### src/rtl/regfile_wb_arbiter_pkg.sv
// Shared types and constants for the register-file write-port arbiter.
package regfile_wb_arbiter_pkg;

    localparam int REG_AW = 5;
    localparam int REG_DW = 32;
    localparam int REG_NUM = 32;
    localparam logic [REG_AW-1:0] REG_ZERO = 5'd0;

    // Width of the head-of-queue wait counter; covers MAX_WAIT up to 15.
    localparam int AGE_W = 4;

    // One queued MDU result waiting for a free write slot.
    typedef struct packed {
        logic [REG_AW-1:0] addr;
        logic [REG_DW-1:0] data;
    } wb_entry_t;

    // Which writer owns the register-file port this cycle.
    typedef enum logic [1:0] {
        SRC_NONE = 2'd0,
        SRC_PIPE = 2'd1,
        SRC_MDU  = 2'd2
    } arb_src_e;

    // A register is pending while an MDU result is outstanding for it, except in the
    // cycle that result drains, because the register file bypasses same-cycle writes.
    function automatic logic isPending(
        input logic [REG_NUM-1:0] busy,
        input logic [REG_AW-1:0]  addr,
        input logic               drain,
        input logic [REG_AW-1:0]  drainAddr
    );
        return busy[addr] & ~(drain & (drainAddr == addr));
    endfunction

endpackage

### src/rtl/regfile_wb_arbiter_wb_fifo.sv
// Small power-of-two FIFO holding MDU results until the write port is free.
module wb_fifo
    import regfile_wb_arbiter_pkg::*;
#(
    parameter int DEPTH = 2
) (
    input  logic      i_clk,
    input  logic      i_rst_n,
    input  logic      i_push,
    input  logic      i_pop,
    input  wb_entry_t i_wdata,
    output wb_entry_t o_head,
    output logic      o_full,
    output logic      o_empty
);

    localparam int PW = $clog2(DEPTH);
    localparam int CW = PW + 1;

    wb_entry_t       r_mem [DEPTH];
    logic [PW-1:0]   r_wptr;
    logic [PW-1:0]   r_rptr;
    logic [CW-1:0]   r_count;
    logic            w_doPush;
    logic            w_doPop;

    assign o_full   = (r_count == CW'(DEPTH));
    assign o_empty  = (r_count == '0);
    assign w_doPush = i_push & ~o_full;
    assign w_doPop  = i_pop & ~o_empty;
    assign o_head   = r_mem[r_rptr];

    // Storage needs no reset: nothing reads an entry before it has been written.
    always_ff @(posedge i_clk) begin
        if (w_doPush) begin
            r_mem[r_wptr] <= i_wdata;
        end
    end

    // Pointers wrap naturally at DEPTH; count is unchanged on simultaneous push and pop.
    always_ff @(posedge i_clk or negedge i_rst_n) begin
        if (!i_rst_n) begin
            r_wptr  <= '0;
            r_rptr  <= '0;
            r_count <= '0;
        end else begin
            if (w_doPush) begin
                r_wptr <= r_wptr + 1'b1;
            end
            if (w_doPop) begin
                r_rptr <= r_rptr + 1'b1;
            end
            unique case ({w_doPush, w_doPop})
                2'b10:   r_count <= r_count + 1'b1;
                2'b01:   r_count <= r_count - 1'b1;
                default: r_count <= r_count;
            endcase
        end
    end

endmodule

### src/rtl/regfile_wb_arbiter.sv
// Shares the register-file write port between the WB stage and queued MDU results,
// and tracks MDU destinations so ID stalls on registers whose result is still pending.
module regfile_wb_arbiter
    import regfile_wb_arbiter_pkg::*;
#(
    parameter int DEPTH    = 2,
    parameter int MAX_WAIT = 4
) (
    input  logic              clk_i,
    input  logic              rst_i,
    input  logic              pipe_we_i,
    input  logic [REG_AW-1:0] pipe_addr_i,
    input  logic [REG_DW-1:0] pipe_data_i,
    input  logic              mdu_valid_i,
    output logic              mdu_ready_o,
    input  logic [REG_AW-1:0] mdu_addr_i,
    input  logic [REG_DW-1:0] mdu_data_i,
    input  logic [REG_AW-1:0] id_rs_i,
    input  logic [REG_AW-1:0] id_rt_i,
    input  logic [REG_AW-1:0] id_rd_i,
    input  logic              id_rd_we_i,
    input  logic              id_mdu_i,
    input  logic              id_fire_i,
    output logic              stall_o,
    output logic              starve_o,
    output logic              RegWrite_o,
    output logic [REG_AW-1:0] RDaddr_o,
    output logic [REG_DW-1:0] RDdata_o
);

    localparam logic [AGE_W-1:0] AGE_MAX = AGE_W'(MAX_WAIT);

    logic                w_pipeSlot;
    logic                w_drain;
    logic                w_push;
    logic                w_issue;
    logic                w_fifoFull;
    logic                w_fifoEmpty;
    wb_entry_t           w_pushEntry;
    wb_entry_t           w_head;
    arb_src_e            w_src;
    logic [REG_NUM-1:0]  r_busy;
    logic [REG_NUM-1:0]  w_busyNext;
    logic [AGE_W-1:0]    r_age;
    logic [AGE_W-1:0]    w_ageNext;

    // Writes to r0 are no-ops, so they never consume the port.
    assign w_pipeSlot = pipe_we_i & (pipe_addr_i != REG_ZERO);
    assign w_drain    = ~w_pipeSlot & ~w_fifoEmpty;

    // Readiness looks only at the registered fill level, so a full FIFO refuses even while draining.
    assign mdu_ready_o = ~w_fifoFull;

    // Results aimed at r0 are accepted but never queued.
    assign w_push = mdu_valid_i & mdu_ready_o & (mdu_addr_i != REG_ZERO);
    assign w_issue = id_fire_i & id_mdu_i & (id_rd_i != REG_ZERO);

    assign w_pushEntry.addr = mdu_addr_i;
    assign w_pushEntry.data = mdu_data_i;

    wb_fifo #(
        .DEPTH (DEPTH)
    ) u_fifo (
        .i_clk   (clk_i),
        .i_rst_n (rst_i),
        .i_push  (w_push),
        .i_pop   (w_drain),
        .i_wdata (w_pushEntry),
        .o_head  (w_head),
        .o_full  (w_fifoFull),
        .o_empty (w_fifoEmpty)
    );

    // Pipeline owns the port whenever it writes; otherwise the FIFO head drains into the free slot.
    always_comb begin
        w_src = SRC_NONE;
        if (w_pipeSlot) begin
            w_src = SRC_PIPE;
        end else if (!w_fifoEmpty) begin
            w_src = SRC_MDU;
        end
    end

    // Drive the register-file write port from whichever writer won.
    always_comb begin
        RegWrite_o = 1'b0;
        RDaddr_o   = REG_ZERO;
        RDdata_o   = '0;
        unique case (w_src)
            SRC_PIPE: begin
                RegWrite_o = 1'b1;
                RDaddr_o   = pipe_addr_i;
                RDdata_o   = pipe_data_i;
            end
            SRC_MDU: begin
                RegWrite_o = 1'b1;
                RDaddr_o   = w_head.addr;
                RDdata_o   = w_head.data;
            end
            default: begin
                RegWrite_o = 1'b0;
            end
        endcase
    end

    // Clear on drain first so a same-cycle re-issue to that register keeps it busy.
    always_comb begin
        w_busyNext = r_busy;
        if (w_drain) begin
            w_busyNext[w_head.addr] = 1'b0;
        end
        if (w_issue) begin
            w_busyNext[id_rd_i] = 1'b1;
        end
        w_busyNext[0] = 1'b0;
    end

    // Scoreboard of MDU destinations still outstanding.
    always_ff @(posedge clk_i or negedge rst_i) begin
        if (!rst_i) begin
            r_busy <= '0;
        end else begin
            r_busy <= w_busyNext;
        end
    end

    // Hold ID on a read or write of a register the MDU still owes.
    always_comb begin
        stall_o = isPending(r_busy, id_rs_i, w_drain, w_head.addr)
                | isPending(r_busy, id_rt_i, w_drain, w_head.addr)
                | (id_rd_we_i & isPending(r_busy, id_rd_i, w_drain, w_head.addr));
    end

    // Count cycles the head has been blocked by the pipeline, saturating at the threshold.
    always_comb begin
        w_ageNext = r_age;
        if (w_fifoEmpty || w_drain) begin
            w_ageNext = '0;
        end else if (r_age != AGE_MAX) begin
            w_ageNext = r_age + 1'b1;
        end
    end

    // Head-of-queue wait counter.
    always_ff @(posedge clk_i or negedge rst_i) begin
        if (!rst_i) begin
            r_age <= '0;
        end else begin
            r_age <= w_ageNext;
        end
    end

    assign starve_o = (r_age == AGE_MAX);

endmodule

### config.mk
export PLATFORM = sky130hd
export DESIGN_NAME = regfile_wb_arbiter
export DESIGN_NICKNAME = d
export VERILOG_FILES = /design/src/rtl/regfile_wb_arbiter_pkg.sv /design/src/rtl/regfile_wb_arbiter_wb_fifo.sv /design/src/rtl/regfile_wb_arbiter.sv
export SDC_FILE = /design/constraint.sdc
export NUM_CORES = 1
export LEC_CHECK = 0
export ABC_CLOCK_PERIOD_IN_PS = 6600
export BUFFER_PORTS_ARGS = -buffer_cell sky130_fd_sc_hd__buf_2
export CAP_MARGIN = 20
export CORE_UTILIZATION = 44
export DETAILED_ROUTE_END_ITERATION = 7
export PLACE_DENSITY = 0.76
export SLEW_MARGIN = 20
export SYNTH_ARGS = -nofsm -noshare
export SYNTH_HDL_FRONTEND = slang
export SYNTH_SLANG_ARGS = --single-unit
export TNS_END_PERCENT = 30
### constraint.sdc
create_clock -name clk_i -period 6.6 [get_ports clk_i]
set_input_delay 0.33 -clock clk_i [delete_from_list [all_inputs] [get_ports clk_i]]
set_output_delay 0.33 -clock clk_i [all_outputs]
set_load 0.05 [all_outputs]
# Word level (Yosys, flattened, before mapping)
# Memory sizes are Yosys's and may differ from the RTL's.
# Index checks and enable logic that the tools add are counted.
# W data, S select, Z words.
[word_totals]
ramBits = 74
memories = 1
wordCells = 85
in_bits = 96
regBits = 39
out_inout_bits = 41
[op_classes]
eq_ne = 10
reduce_logical = 10
order_cmp = 6
bitwise_logic = 26
mux = 22
add_sub_neg = 5
[mem_list]
columns = ["memory", "depth", "word_bits", "read_ports", "rd_ports_with_merged_regs", "wr", "line", "rtl"]
rows = [
  ["u_fifo.r_mem", 2, 37, 1, 0, 1, "regfile_wb_arbiter_wb_fifo.sv:20", "wb_entry_t r_mem [DEPTH];"],
]
[op_table]
columns = ["op", "n"]
rows = [
  ["$mux W32", 2],
  ["$pmux W32 S2", 1],
  ["$and A32 B32 Y32", 1],
  ["$not A32 Y32", 1],
  ["$or A32 B32 Y32", 1],
  ["$lt A5 B6 Y1 const B", 4],
  ["$and A1 B1 Y1", 15],
  ["$bmux W1 S5", 3],
  ["$eq A5 B5 Y1", 3],
  ["$reduce_bool A5 Y1", 3],
  ["$demux W1 S5", 2],
  ["$ge A5 B1 Y1 const B", 2],
  ["$pmux W5 S2", 1],
  ["$mux W1", 8],
  ["$mux W4", 2],
  ["$eq A2 B2 Y1 const B", 3],
  ["$not A1 Y1", 6],
  ["$add A4 B1 Y4 const B", 1],
  ["$eq A2 B1 Y1 const B", 2],
  ["$eq A4 B3 Y1 const B", 1],
  ["$mux W2", 2],
  ["$ne A4 B3 Y1 const B", 1],
  ["$pmux W2 S2", 1],
  ["$reduce_bool A2 Y1", 2],
  ["8 further kinds", 11],
]

# Logic depth before layout (Yosys ltp)
# An unclocked memory read counts as a cell.
[logic_depth]
word_depth = 10
ltp_mapped = 8
ltp_nobuf = 8

# Cells and area by module
# Synthesis repeated with hierarchy kept, for this count alone.
[unflattened]
cells_unflattened = 508
hier_area_um2 = 6216.0
[by_module_without_submodules]
columns = ["module", "instances", "cells_each", "area_per_inst_um2"]
rows = [
  ["regfile_wb_arbiter", 1, 375, 3266.9],
  ["wb_fifo", 1, 133, 2949.1],
]

# Worst setup path after synthesis
# OpenSTA, ideal clock, no wires.
[synth_path]
path_kind = "register to register"
startpoint = "register u_fifo.r_count[0]"
endpoint = "memory u_fifo.r_mem[0][0] (netlist bit) (enable)"
period_less_slack_ns = 3.184
arrival_time_ns = 2.753
slack_ns = 3.416
setup_time_ns = 0.431
path_buffers = 0
path_stages_with_launch = 4
path_cell_list = "dfrtp_1 -> nand2b_1 -> o211ai_1 -> nor2_1"
[synth_between]
elab_chain_len = 7
[synth_lines]
columns = ["item", "line", "rtl"]
rows = [
  ["start: declaration", "regfile_wb_arbiter_wb_fifo.sv:23", "logic [CW-1:0] r_count;"],
  ["start signal: assignment", "regfile_wb_arbiter_wb_fifo.sv:54", "2'b10: r_count <= r_count + 1'b1;"],
  ["start signal: assignment", "regfile_wb_arbiter_wb_fifo.sv:55", "2'b01: r_count <= r_count - 1'b1;"],
  ["start signal: assignment", "regfile_wb_arbiter_wb_fifo.sv:56", "default: r_count <= r_count;"],
  ["$eq A2 B2 Y1 *", "regfile_wb_arbiter_wb_fifo.sv:27", "assign o_full = (r_count == CW'(DEPTH));"],
  ["$not A1 Y1 *", "regfile_wb_arbiter.sv:52", "assign mdu_ready_o = ~w_fifoFull;"],
  ["named net mdu_ready_o", "regfile_wb_arbiter.sv:15", "output logic mdu_ready_o,"],
  ["$and A1 B1 Y1 (2 in series)", "regfile_wb_arbiter.sv:55", "assign w_push = mdu_valid_i & mdu_ready_o & (mdu_addr_i != REG_ZERO);"],
  ["$and A1 B1 Y1 *", "regfile_wb_arbiter_wb_fifo.sv:29", "assign w_doPush = i_push & ~o_full;"],
  ["$mux W1 *", "regfile_wb_arbiter_wb_fifo.sv:35", "if (w_doPush) begin"],
  ["$mux W1 (implied by the code) *", "regfile_wb_arbiter_wb_fifo.sv:36", "r_mem[r_wptr] <= i_wdata;"],
  ["end: declaration", "regfile_wb_arbiter_wb_fifo.sv:20", ""],
]
# The timed path passes the listed nets; every way through them passes the cells marked *.

# Worst setup path in the final report
[layout_path]
startpoint = "register u_fifo.r_rptr"
endpoint = "output stall_o"
[layout_between]
elab_chain_len = 7
[layout_lines]
columns = ["item", "line", "rtl"]
rows = [
  ["start: declaration", "regfile_wb_arbiter_wb_fifo.sv:22", "logic [PW-1:0] r_rptr;"],
  ["start signal: assignment", "regfile_wb_arbiter_wb_fifo.sv:51", "r_rptr <= r_rptr + 1'b1;"],
  ["$mem_v2 Z2 W37 *", "-", ""],
  ["$eq A5 B5 Y1", "regfile_wb_arbiter_pkg.sv:33", "return busy[addr] & ~(drain & (drainAddr == addr));"],
  ["$and A1 B1 Y1", "regfile_wb_arbiter_pkg.sv:33", ""],
  ["$not A1 Y1", "regfile_wb_arbiter_pkg.sv:33", ""],
  ["$and A1 B1 Y1", "regfile_wb_arbiter_pkg.sv:33", ""],
  ["$or A1 B1 Y1 / $and A1 B1 Y1 (equally long branches)", "regfile_wb_arbiter.sv:130, regfile_wb_arbiter.sv:131", ""],
  ["$or A1 B1 Y1 *", "regfile_wb_arbiter.sv:131", "| (id_rd_we_i & isPending(r_busy, id_rd_i, w_drain, w_head.addr));"],
  ["end: declaration", "regfile_wb_arbiter.sv:24", "output logic stall_o,"],
]
# Mark *: on every way between the ends. The rest lies on a longest branch, timed or not.

==> out/metrics.cfg <==
[status]
run_status=finished, final reports clean

[final_layout]
fillCellCount=1064
layout-drive-gt1-share=0.322
nets=709
diodes=0
area_growth_pct=23.8
fin_cells=793
final_util=0.566

[sta]
period_share=0.528
clock_skew_ps=8.28
period_needed_ps=3480
tightest_slew_ps=1070
timing.hold.ws_ps=50.3
drv_slew=0
clock.fmax_mhz=287
relSlewSlack=0.283
timing.final.ws_setup_ps=3120
tns_ps=0
setup_viol=0
rsz0062_at_grt=no
hold_violations=0

[grt]
grt_pass1_wl_um=23500
grt-ovfl-total=0
antenna_found_initial=1
track_usage=0.225
grt_max_degree=74
grt_pass1_vias=4558

[place]
pre_cts_slack_ps=3280
portBuffers=136
gp_congestion=0.945
detailed_place_hpwl_um=10400
dp_cells=761

[worst_setup_path]
path_max_fanout=39
reg2reg_depth=5
r2r_start=u_fifo.r_rptr$_DFFE_PN0P_
arrival_ps=3150
end_kind=primary output
timing.rr.end=r_busy[18]$_DFF_PN0_
ff2ff_setup_slack_ps=3810
critPathKind=reg2out
required_ps=6270
critPathLaunchType=flip-flop

[floorplan]
num_rows=41
start_util=0.457
dieArea_mm2=0.0138
io_pins=137
core_mm2=0.0128
die_height_um=117
die_w_um=117

[routing]
dr.pass1.iters=5
wl_per_cell_um=18.9
drt_iter0_markers=405
drc=0
vias_per_cell=5.77
finalWirelength_um=15000
dr_total_vias=4577
antenna_left=0

[clocking]
cts_tree=yes
clock_latency_ps=410
postCtsSetupBuffers=0
cts_buffer_depth=2
htreeDepth=4
cts_resized=0
cts_buffers=17
ctsHoldBuffers=0
cts.clk_slew.worst_paths_ps=50
clock-root-buffer=clkbuf_16
cts.sinks=113

[synth]
netlist_instances=485
syn_area_mm2=0.00587
synth_area_leaders=edfxtp_1 38%, dfrtp_1 17%, mux2i_1 8.0%, mux4_2 6.9%, o31ai_1 4.7%
yosys-top-cells-count=74 x edfxtp_1, 52 x nand2_1, 47 x mux2i_1
ys_seq_area_frac=0.545
synth_top_area_cell=edfxtp_1
avgSynthCellArea_um2=12.1
synth_flop_cell=edfxtp_1
synth.most_common_cell=edfxtp_1
syn-num-nets=584
ys_ff_latch=113
synth_top_area_frac=0.379
synth_edf_count=74
synth.distinct_cells=46
yosys_warnings=0
async_reset_ff_frac=0.345

[power]
power.leakage_nw=2.94
ir_drop_uv=247
power.density_mw_per_mm2=443

[run]
cap_violations=0

[worst_hold_path]
hp-class=in2async

-- worst max path at each step --
stage                                   from                           end  slack, ps  cells past startpoint
5_1_grt            u_fifo.r_rptr$_DFFE_PN0P_                       stall_o       2960                      6
3_5_place_dp       u_fifo.r_rptr$_DFFE_PN0P_                       stall_o       3280                      6
2_1_floorplan  u_fifo.r_count[0]$_DFFE_PN0P_  u_fifo.r_mem[0][0]$_DFFE_PP_       3420                      3
3_3_place_gp       u_fifo.r_rptr$_DFFE_PN0P_                       stall_o       3350                      6
4_1_cts            u_fifo.r_rptr$_DFFE_PN0P_                       stall_o       2840                      6
6_report           u_fifo.r_rptr$_DFFE_PN0P_                       stall_o       3120                      6
-- cell usage in the layout (no fill, tap or decap), types with 17 or more instances in the layout --
cell type and instances:
edfxtp_1 74, dfrtp_1 38, nand2_1 52, buf_2 136, clkbuf_16 17, o21ai_0 44
mux4_2 18, o21ai_1 19, o31ai_1 37, mux2i_1 47
-- state kept, by name (all words and copies together) (netlist names) --
name and cells:
r_age 4, u_fifo.r_count 2, u_fifo.r_rptr 1, u_fifo.r_mem 74, u_fifo.r_wptr 1, r_busy 31
-- power breakdown --
| part | internal, mW | total [mW] | switching [mW] | leakage [nW] |
|---|---|---|---|---|
| Clock | 0.546 | 0.849 | 0.304 | 0.258 |
| Combinational | 0.439 | 1.18 | 0.743 | 1.49 |
| Sequential | 0.987 | 1.19 | 0.201 | 1.19 |
| Total | 1.97 | 3.22 | 1.25 | 2.94 |
-- cell families after synthesis --
family / Yosys count / synth area share
compound gates: 123 / 0.130
simple gates: 113 / 0.0938
flops: 113 / 0.545
mux: 73 / 0.165
buf+inv: 38 / 0.0262
xor+xnor: 22 / 0.0328
fa+ha+maj: 3 / 0.00640
-- cell type report --
type / count / area (µm²) / share of cell area
Timing Repair Buffer: 138 / 728 / 0.100
Inverter: 6 / 22.5 / 0.00310
Clock inverter: 11 / 118 / 0.0162
Tap cell: 172 / 215 / 0.0296
Sequential cell: 113 / 3200 / 0.441
Clock buffer: 19 / 433 / 0.0596
Multi-Input combinational cell: 334 / 2540 / 0.350
-- routing by layer --
metal  part of all wire  up-vias  track usage
met3              0.093       51       0.0756
met2               0.47      266        0.355
met5             0.0011        -            0
met4              0.039        2        0.109
li1                   -     2102            -
met1               0.39     2156        0.276
-- per-stage QoR --
step / cell area (µm²) / power (mW)
floorplan: 5870 / 2.03
global placement: 6660 / 2.31
detailed placement: 6660 / 2.36
CTS: 7210 / 3.21
global route: 7260 / 3.37
finish: 7260 / 3.22
-- worst max-delay path: stages (launching register included) --
cell and delay, ps:
dfrtp_4 870, mux2i_1 740, xnor2_1 200, nor4_1 80, a221o_1 370, o311ai_1 130, buf_2 340
Power figures use the tool's default switching activity.
